<file path="src/rtl/drive_head_ctl.sv">
// rtl/drive_head_ctl.sv - c15xx head positioning and dirty-track flush controller
//
// Decodes stepper phase transitions into a clamped half-track position,
// tracks the active head, marks tracks written by the GCR engine as dirty
// and queues {track, head} save requests to the SD track buffer.
//
// Ports:
//   clk_c1541, reset    clock and synchronous active-high reset
//   ce                  clock enable for all state except save_ack handling
//   mtr, stp            motor on and stepper phases from the drive VIA
//   act                 activity LED, falling edge requests a flush
//   head_sel            requested head (HEADS=2 only)
//   buff_we             GCR write strobe, marks current track dirty
//   disk_change         discards dirty and queued state while high
//   track, ht, head     current position and head
//   tr00_sense_n        low on track 0
//   ready               high once the head has settled
//   save_req/track/head save request and queue head entry
//   save_ack            one-cycle acknowledge, pops the queue
//   ovf                 sticky flag, a save request was lost to a full queue
module drive_head_ctl #(
   parameter int MAX_HT  = 80,
   parameter int INIT_HT = 36,
   parameter int HEADS   = 1,
   parameter int SETTLE  = 1000,
   parameter int TW      = 6
) (
   input  logic          clk_c1541,
   input  logic          reset,
   input  logic          ce,
   input  logic          mtr,
   input  logic [1:0]    stp,
   input  logic          act,
   input  logic          head_sel,
   input  logic          buff_we,
   input  logic          disk_change,
   output logic [TW-1:0] track,
   output logic [TW:0]   ht,
   output logic          head,
   output logic          tr00_sense_n,
   output logic          ready,
   output logic          save_req,
   output logic [TW-1:0] save_track,
   output logic          save_head,
   input  logic          save_ack,
   output logic          ovf
);

   localparam int SW = (SETTLE > 1) ? $clog2(SETTLE + 1) : 1;
   localparam logic [TW:0]   MAX_V    = (TW+1)'(MAX_HT);
   localparam logic [TW:0]   INIT_V   = (TW+1)'(INIT_HT);
   localparam logic [TW:0]   ONE_V    = (TW+1)'(1);
   localparam logic [SW-1:0] SETTLE_V = SW'(SETTLE);
   localparam logic [SW-1:0] CNT_ONE  = SW'(1);

   logic [1:0]    stp_r;
   logic          act_r;
   logic          dirty;
   logic [SW-1:0] settle_cnt;
   logic [1:0]    q_cnt;
   logic [TW-1:0] q_track0, q_track1;
   logic          q_head0, q_head1;

   logic step_in, step_out;
   logic ht_up, ht_dn, head_chg, act_fall, flush_ev, push, pop;

   // Phase sequence 0,2,1,3 moves inward; the reverse moves outward.
   always_comb begin
      step_in  = 1'b0;
      step_out = 1'b0;
      case ({stp_r, stp})
         4'b00_10, 4'b10_01, 4'b01_11, 4'b11_00: step_in  = 1'b1;
         4'b00_11, 4'b10_00, 4'b01_10, 4'b11_01: step_out = 1'b1;
         default: ;
      endcase
   end

   // Only real position changes count; saturated steps are no-ops.
   assign ht_up    = ce & mtr & step_in  & (ht < MAX_V);
   assign ht_dn    = ce & mtr & step_out & (ht > ONE_V);
   assign head_chg = ce & (HEADS == 2) & (head_sel != head);
   assign act_fall = ce & act_r & ~act;
   assign flush_ev = ht_up | ht_dn | head_chg | act_fall;
   assign push     = flush_ev & dirty;
   assign pop      = save_ack & (q_cnt != 2'd0);

   assign track        = ht[TW:1];
   assign tr00_sense_n = (track != '0);
   assign save_req     = (q_cnt != 2'd0);
   assign save_track   = q_track0;
   assign save_head    = q_head0;

   always_ff @(posedge clk_c1541) begin
      if (reset) begin
         stp_r      <= stp;
         act_r      <= act;
         ht         <= INIT_V;
         head       <= 1'b0;
         ready      <= 1'b1;
         settle_cnt <= '0;
         dirty      <= 1'b0;
         q_cnt      <= 2'd0;
         q_track0   <= '0;
         q_track1   <= '0;
         q_head0    <= 1'b0;
         q_head1    <= 1'b0;
         ovf        <= 1'b0;
      end else begin
         if (ce) begin
            stp_r <= stp;
            act_r <= act;
         end

         if (ht_up)
            ht <= ht + 1'b1;
         else if (ht_dn)
            ht <= ht - 1'b1;

         if (head_chg)
            head <= head_sel;

         if (ht_up | ht_dn | head_chg) begin
            settle_cnt <= SETTLE_V;
            ready      <= (SETTLE == 0);
         end else if (ce && settle_cnt != '0) begin
            settle_cnt <= settle_cnt - 1'b1;
            if (settle_cnt == CNT_ONE)
               ready <= 1'b1;
         end

         if (disk_change) begin
            dirty <= 1'b0;
            q_cnt <= 2'd0;
         end else begin
            // A write in the same cycle as a flush keeps the new track dirty.
            if (ce & buff_we)
               dirty <= 1'b1;
            else if (push)
               dirty <= 1'b0;

            // Pushed entry captures track/head as they were before the event.
            if (push && pop) begin
               if (q_cnt == 2'd1) begin
                  q_track0 <= track;
                  q_head0  <= head;
               end else begin
                  q_track0 <= q_track1;
                  q_head0  <= q_head1;
                  q_track1 <= track;
                  q_head1  <= head;
               end
            end else if (pop) begin
               q_track0 <= q_track1;
               q_head0  <= q_head1;
               q_cnt    <= q_cnt - 2'd1;
            end else if (push) begin
               if (q_cnt == 2'd0) begin
                  q_track0 <= track;
                  q_head0  <= head;
                  q_cnt    <= 2'd1;
               end else if (q_cnt == 2'd1) begin
                  q_track1 <= track;
                  q_head1  <= head;
                  q_cnt    <= 2'd2;
               end else begin
                  ovf <= 1'b1;
               end
            end
         end
      end
   end

endmodule

</file>
<file path="config.mk">
export PLATFORM = sky130hd
export DESIGN_NAME = drive_head_ctl
export DESIGN_NICKNAME = d
export VERILOG_FILES = /design/src/rtl/drive_head_ctl.sv
export SDC_FILE = /design/constraint.sdc
export NUM_CORES = 1
export LEC_CHECK = 0
export ABC_AREA = 1
export CAP_MARGIN = 20
export CORE_MARGIN = 5
export CORE_UTILIZATION = 30
export CTS_CLUSTER_DIAMETER = 40
export DETAILED_ROUTE_END_ITERATION = 8
export PLACE_DENSITY = 0.59
export SYNTH_ARGS = -nofsm -noshare
export SYNTH_HDL_FRONTEND = slang
export SYNTH_SLANG_ARGS = --single-unit
</file>
<file path="constraint.sdc">
create_clock -name clk_c1541 -period 4.6 [get_ports clk_c1541]
set_clock_uncertainty 0.2 [all_clocks]
set_input_delay 0.69 -clock clk_c1541 [delete_from_list [all_inputs] [get_ports clk_c1541]]
set_output_delay 0.69 -clock clk_c1541 [all_outputs]
set_load 0.02 [all_outputs]
</file>
==> run metrics, run 1 <==
die span in x 102.4 µm; Setup TNS Final 0 ns; type of the worst setup path primary input to flip-flop; Finished Layout Cells around 520; Pre-antenna DRT Iters 4; status finished clean; WL met1 approximately 2800 µm; routed wl met3 241 µm; Root Buffer Master clkbuf_8; ant diodes 0; placed cell areas approximately 2900 µm²; first-pass GRT wire length slightly above 10000 µm; largest net degree at the start of global routing 23; share of the yosys chip area belonging to registers 0.3167; grt ovf 0; Pwr per Cell Area between 300 and 400 nW/µm²; reg2reg start ht[5]; FF-to-FF path depth 11; wire length on met2 2831 µm; worst hold path type flip-flop to flip-flop; hpwl dp around 4400 µm; HP Start ovf; most frequent CP cell nand2_1; Core Region approximately 8300 µm²; routed len/inst approximately 11 µm; Top Ports 36; Final Core Density 0.3573; critical path required time between 4 and 5 ns; Hold Vio Cnt, Final 0; hold buffer count at CTS 0; Port Buf Inserts 33; H-tree Lvls 2; DRC 0; final instance area a little under 3000 µm²; Max Cap Viol 0; CTS Buffer Depth 2; Post-synth EDFFs 3; CP peak stage delay between 0.5 and 0.6 ns; Synth Cell Area 2560 µm²; Post-Synthesis Cells roughly 400; CTS Buf Count 5; Tcrit/Tclk final 0.6112; worst relative slew slack 0.4820; ratio of cells with drive above 1 in the final layout 0.06220; Final min period around 2.8 ns; Slew @ Worst Pin 0.7762 ns; TritonCTS clock tree yes; RSZ-0062 raised after global routing no; worst reg-to-reg setup slack approximately 2.2 ns; GPL Wtd Cong between 0.7 and 0.8; syn_nets roughly 420; Max FO, Critical Path 17; Iter 0 DRT Violations between 100 and 150; crit path capture type flip-flop; Die Y 102.4 µm; clock-pin slew on the worst setup and hold paths 0.08 ns; via count of the routed design approximately 2400; R2R Path End save_track[5]; CP cell instances clkdlybuf4s50_1 > inv_1 > nand2_1 > nor2_1 > nor2_1 > nand2_1 > nand2_1 > nand3_4 > nand3_4 > inv_1 > nand2_1 > nand2_1 > nor2_1 > nor2_1; Layout area overhead 15.25%; die area 10480 µm²; final-stage net count 435; global-route total usage across every layer 0.1210; antenna-violating nets left 0; leak pwr 1.326 nW; Yosys cell types 35; syn_area_per_cell 6.448 µm²; Resized cells post-CTS 0; initial cell density of the core 0.3100; hold depth 2; Worst-Skew Late Latency just under 0.3 ns; Syn. warnings 0; startpoint class of the critical path primary input; Slew Viols, Final 0; Max Used Layer met4; ys flop type dfxtp_1; row cnt 33; Total Wirelength slightly below 6000 µm; CP max stage cell clkdlybuf4s50_1; Clock Sinks 39; Hold WS between 0.2 and 0.3 ns; CP arrival between 2 and 3 ns; Setup Fix Bufs, Post-CTS 0; antenna violations before repair 0; vias per cell roughly 4.6; vias in the first global route between 2000 and 2500; hold worst-path end ovf; placed instance count between 500 and 600; FFs w/ async S/R, synth 0; Yosys reg bits 39; FMAX 355.7 MHz; Final setup viols 0; VDD IR max about 0.25 mV
per-layer routing:
| metal | GRT usage | vias up |
|---|---|---|
| li1 | - | 1281 |
| met1 | 0.1496 | 1083 |
| met2 | 0.2114 | 48 |
| met3 | 0.02457 | 7 |
| met4 | 0.03633 | 0 |
| met5 | 0 | - |
layout make-up:
type / instances / area [µm²]
multi-input combinational: 280 / 1375
timing repair buffer: 34 / 337.8
fill: 918 / 5308
clock buffer: 7 / 76.32
clock inverter: 1 / 5.005
inverter: 57 / 214.0
tap: 105 / 131.4
sequential: 39 / 810.8
logic make-up (layout without fill, tap and decap cells):
family | count (synthesis) | count (layout) | synth area share
xor+xnor | 2 | 2 | 0.006844
compound gates | 59 | 59 | 0.1251
other cells | 1 | 1 | 0.001465
fa+ha+maj | 7 | 7 | 0.03421
simple gates | 211 | 211 | 0.3695
buf+inv | 78 | 99 | 0.1461
flops | 39 | 39 | 0.3167
metrics by stage:
step | setup WS, ns | power, mW
floorplan | 2.507 | 0.6816
global placement | 1.469 | 0.7452
detailed placement | 1.438 | 0.7540
CTS | 1.756 | 0.9894
global route | 1.528 | 1.057
finish | 1.789 | 0.9762
Yosys cell counts (2+ instances only):
cell type,number,share of area
a21oi_1,20,0.039
a31oi_1,3,0.0073
buf_2,6,0.012
buf_4,7,0.021
buf_6,5,0.022
clkbuf_1,2,0.0029
dfxtp_1,36,0.28
edfxtp_1,3,0.035
ha_1,7,0.034
inv_1,54,0.079
inv_2,2,0.0029
nand2_1,107,0.16
nand2_2,6,0.015
nand2_4,2,0.0088
nand3_1,12,0.023
nand3_4,3,0.021
nand3b_1,2,0.0059
nand4_1,11,0.027
nor2_1,58,0.085
nor2_2,3,0.0073
nor3_1,3,0.0059
o211ai_1,2,0.0059
o21ai_0,30,0.059
xnor2_1,2,0.0068
how the worst max path moves through the flow:
stage,to,slack (ns),from,cells past startpoint
final,save_track[5],1.79,stp[0],14
after detailed placement,save_track[5],1.44,stp[0],14
after CTS,save_track[5],1.76,stp[0],14
after global routing,save_track[5],1.53,stp[1],14
after floorplan,q_track1[0],2.51,ht[1],15
after global placement,save_track[5],1.47,stp[0],14
layout by cell type (no fill, tap or decap), types with 5 or more instances in the layout:
cell,instances
nand2_1,107
nor2_1,58
inv_1,54
dfxtp_1,36
clkdlybuf4s50_1,33
o21ai_0,30
a21oi_1,20
nand3_1,12
nand4_1,11
ha_1,7
nand2_2,6
clkbuf_8,5
flip-flops by register name, indices dropped and copies added (netlist names):
name / count
ht: 7
q_track1: 6
q_cnt: 2
act_r: 1
q_head1: 1
dirty: 1
stp_r: 2
save_track: 6
save_head: 1
ready: 1
settle_cnt: 10
ovf: 1
power breakdown:
part / leakage, nW / total, mW / switching, mW / internal [mW]
logic: 0.961 / 0.317 / 0.201 / 0.116
registers: 0.323 / 0.430 / 0.0416 / 0.389
clock network: 0.0422 / 0.229 / 0.122 / 0.107
worst max-delay path, delay by kind of cell:
family	cells	cell delay [ns]
AND/OR/NAND/NOR	11	1.36
buffers and inverters	3	0.76
Power figures use the tool's default switching activity.
==> run 2: changes to the inputs <==
==> constraint.sdc (replaced) <==
create_clock -name clk_c1541 -period 2.6 [get_ports clk_c1541]
set_clock_uncertainty 0.2 [all_clocks]
set_input_delay 0.39 -clock clk_c1541 [delete_from_list [all_inputs] [get_ports clk_c1541]]
set_output_delay 0.39 -clock clk_c1541 [all_outputs]
set_load 0.02 [all_outputs]
==> run 2 against run 1 <==
Register-to-register slack got worse by 1.7 ns. Non-clock buffer count rose by 8. Combinational power rose by 88%. Flip-flop and latch count did not move. Design area rose by 1.7%. Worst hold slack improved by 0.0050 ns. Sequential share of layout area fell by 0.47 points. Global-route usage fell by 0.22 points. Count of clock-buffer cells in the layout fell by 1. Critical path type is now flip-flop to output port. Critical endpoint is now tr00_sense_n. Highest routed layer unchanged.
==> run metrics, run 2 (synthesis results as in run 1) <==
DRC 0 (unchanged); Sequential Power Share 0.437 (was 0.441); Clock Sinks 39 (unchanged); Core Region 8258 µm² (unchanged); Worst-Skew Late Latency 0.28 ns (was 0.29 ns); CTS Buf Count 5 (unchanged); worst relative slew slack 0.6187 (was 0.4820); ant diodes 0 (unchanged); Root Buffer Master clkbuf_8 (unchanged); Total Wirelength 5899 µm (was 5886 µm); most common cell after layout, fill and taps aside nand2_1 (unchanged); Pwr per Cell Area 576.8 nW/µm² (was 330.9 nW/µm²); grt ovf 0 (unchanged); largest net degree at the start of global routing 20 (was 23); ratio of cells with drive above 1 in the final layout 0.07783 (was 0.06220); RSZ-0062 raised after global routing no (unchanged); Hold Vio Cnt, Final 0 (unchanged); Port Buf Inserts 33 (unchanged); hold buffer count at CTS 0 (unchanged); type of the worst setup path flip-flop to output port (was primary input to flip-flop); Max FO, Critical Path 11 (was 17); GPL Wtd Cong 0.8019 (was 0.7867); antenna violations before repair 0 (unchanged); most frequent cells in the layout nand2_1, nor2_1, inv_1 (unchanged); Final min period between 2 and 2.5 ns; max reg flops 10 (unchanged); vias in the first global route 2348 (was 2323); Combinational Power Share 0.344 (was 0.325); vias per cell 4.582 (was 4.625); TritonCTS clock tree yes (unchanged); Final setup viols 0 (unchanged); CTS Buffer Depth 2 (unchanged); crit path capture type output port (was flip-flop); critical path required time 2.01 ns (was 4.60 ns); fin worst setup slack 0.2485 ns (was 1.789 ns); final-stage net count 443 (was 435); Top delay family on crit path buffers and inverters (was simple AND/OR/NAND/NOR gates); worst hold path type flip-flop to flip-flop (unchanged); dpl ws 0.05194 ns (was 1.438 ns); sw power 635.4 µW (was 364.8 µW); CP peak stage delay 0.56 ns (was 0.53 ns); global-route total usage across every layer 0.1187 (was 0.1210); CP cell instances nor4_1 > nand2_1 > clkdlybuf4s50_1 (was clkdlybuf4s50_1 > inv_1 > nand2_1 > nor2_1 > nor2_1 > nand2_1 > nand2_1 > nand3_4 > nand3_4 > inv_1 > nand2_1 > nand2_1 > nor2_1 > nor2_1); switching share of power 0.3670 (was 0.3737); CP max stage cell clkdlybuf4s50_1 (unchanged); startpoint class of the critical path flip-flop (was primary input); Iter 0 DRT Violations 78 (was 142); WP buf/inv 1 (was 3); Die Y 102.4 µm (unchanged); die span in x 102.4 µm (unchanged); clock-pin slew on the worst setup and hold paths 0.07 ns (was 0.08 ns); die area 10480 µm² (unchanged); Setup Fix Bufs, Post-CTS 0 (unchanged); FMAX around 430 MHz; Max Cap Viol 0 (unchanged); routed len/inst 11.15 µm (was 11.25 µm); Slew @ Worst Pin 0.5712 ns (was 0.7762 ns); Resized cells post-CTS 0 (unchanged); leak pwr 1.360 nW (was 1.326 nW); Setup TNS Final 0 ns (unchanged); Largest Register settle_cnt (unchanged); first-pass GRT wire length 10280 µm (was 10300 µm); antenna-violating nets left 0 (unchanged); Tcrit/Tclk final 0.9044; via count of the routed design 2424 (was 2419); H-tree Lvls 2 (unchanged); Slew Viols, Final 0 (unchanged); Pre-antenna DRT Iters 4 (unchanged); row cnt 33 (unchanged); CP arrival 1.76 ns (was 2.81 ns); hpwl dp 4516 µm (was 4409 µm); clock power share 0.219 (was 0.234); status finished clean (unchanged); top flop regs settle_cnt: 10 flops, ht: 7 flops (unchanged); Layout area overhead 17.25% (was 15.25%); VDD IR max 0.4233 mV (was 0.2549 mV); initial cell density of the core 0.3100 (unchanged); Top Ports 36 (unchanged); Internal 1.096 mW (was 611.4 µW)
-- run 2: cell count changes in the layout (fill, tap and decap cells not counted) --
cell,change
clkbuf_1,-1
buf_4,+8
clkinv_2,-1
-- run 2: power by group through the flow --
stage          logic, mW  clock network (mW)  registers [mW]
2_1_floorplan      0.444                   0           0.762
3_5_place_dp       0.597                   0           0.770
5_1_grt            0.678               0.425           0.770
4_1_cts            0.599               0.404           0.757
6_report           0.595               0.379           0.757
3_3_place_gp       0.584                   0           0.769
-- run 2: worst register-to-register path, delay by kind of cell (launching register included) --
kind	cells	cell delay, ns
and+or+nand+nor	8	0.93
buffers and inverters	2	0.35
AOI/OAI and AO/OA	1	0.07
DFF	1	0.53
-- run 2: path summary, 6_finish.rpt --
kind,start,to,slack [ns],cells past startpoint
min reg2reg,ovf,ovf,0.26,2
max reg2reg,ht[5],q_track1[1],0.46,11
min,ovf,ovf,0.26,2
max,ht[2],tr00_sense_n,0.25,3
-- run 2: stage by stage --
| stage | cell area (µm²) | power, mW | hold WS [ns] | util | cells |
|---|---|---|---|---|---|
| floorplan | 2560 | 1.206 | 0.2541 | - | 397 |
| global placement | 2929 | 1.353 | 0.2381 | 0.3547 | 523 |
| detailed placement | 2929 | 1.367 | 0.2478 | 0.3547 | 523 |
| CTS | 3002 | 1.760 | 0.2680 | 0.3635 | 529 |
| global route | 3002 | 1.873 | 0.2855 | 0.3635 | 529 |
| finish | 3002 | 1.731 | 0.2623 | 0.3635 | 529 |
-- run 2: final cells by class --
type / instances / area [µm²]
clock buffers: 6 / 72.57
fillers: 906 / 5256
inverters: 57 / 214.0
multi-input cells: 280 / 1375
flip-flops and latches: 39 / 810.8
well taps: 105 / 131.4
repair buffers: 42 / 397.9
-- run 2: per-layer routing --
| layer | share of wire | vias to the layer above | GRT usage | routed length, µm |
|---|---|---|---|---|
| li1 | - | 1295 | - | - |
| met1 | 0.48 | 1083 | 0.1505 | 2834 |
| met4 | 0.0049 | 0 | 0.02523 | 29 |
| met2 | 0.48 | 41 | 0.2104 | 2842 |
| met3 | 0.033 | 5 | 0.02116 | 192 |
| met5 | 0 | - | 0 | 0 |
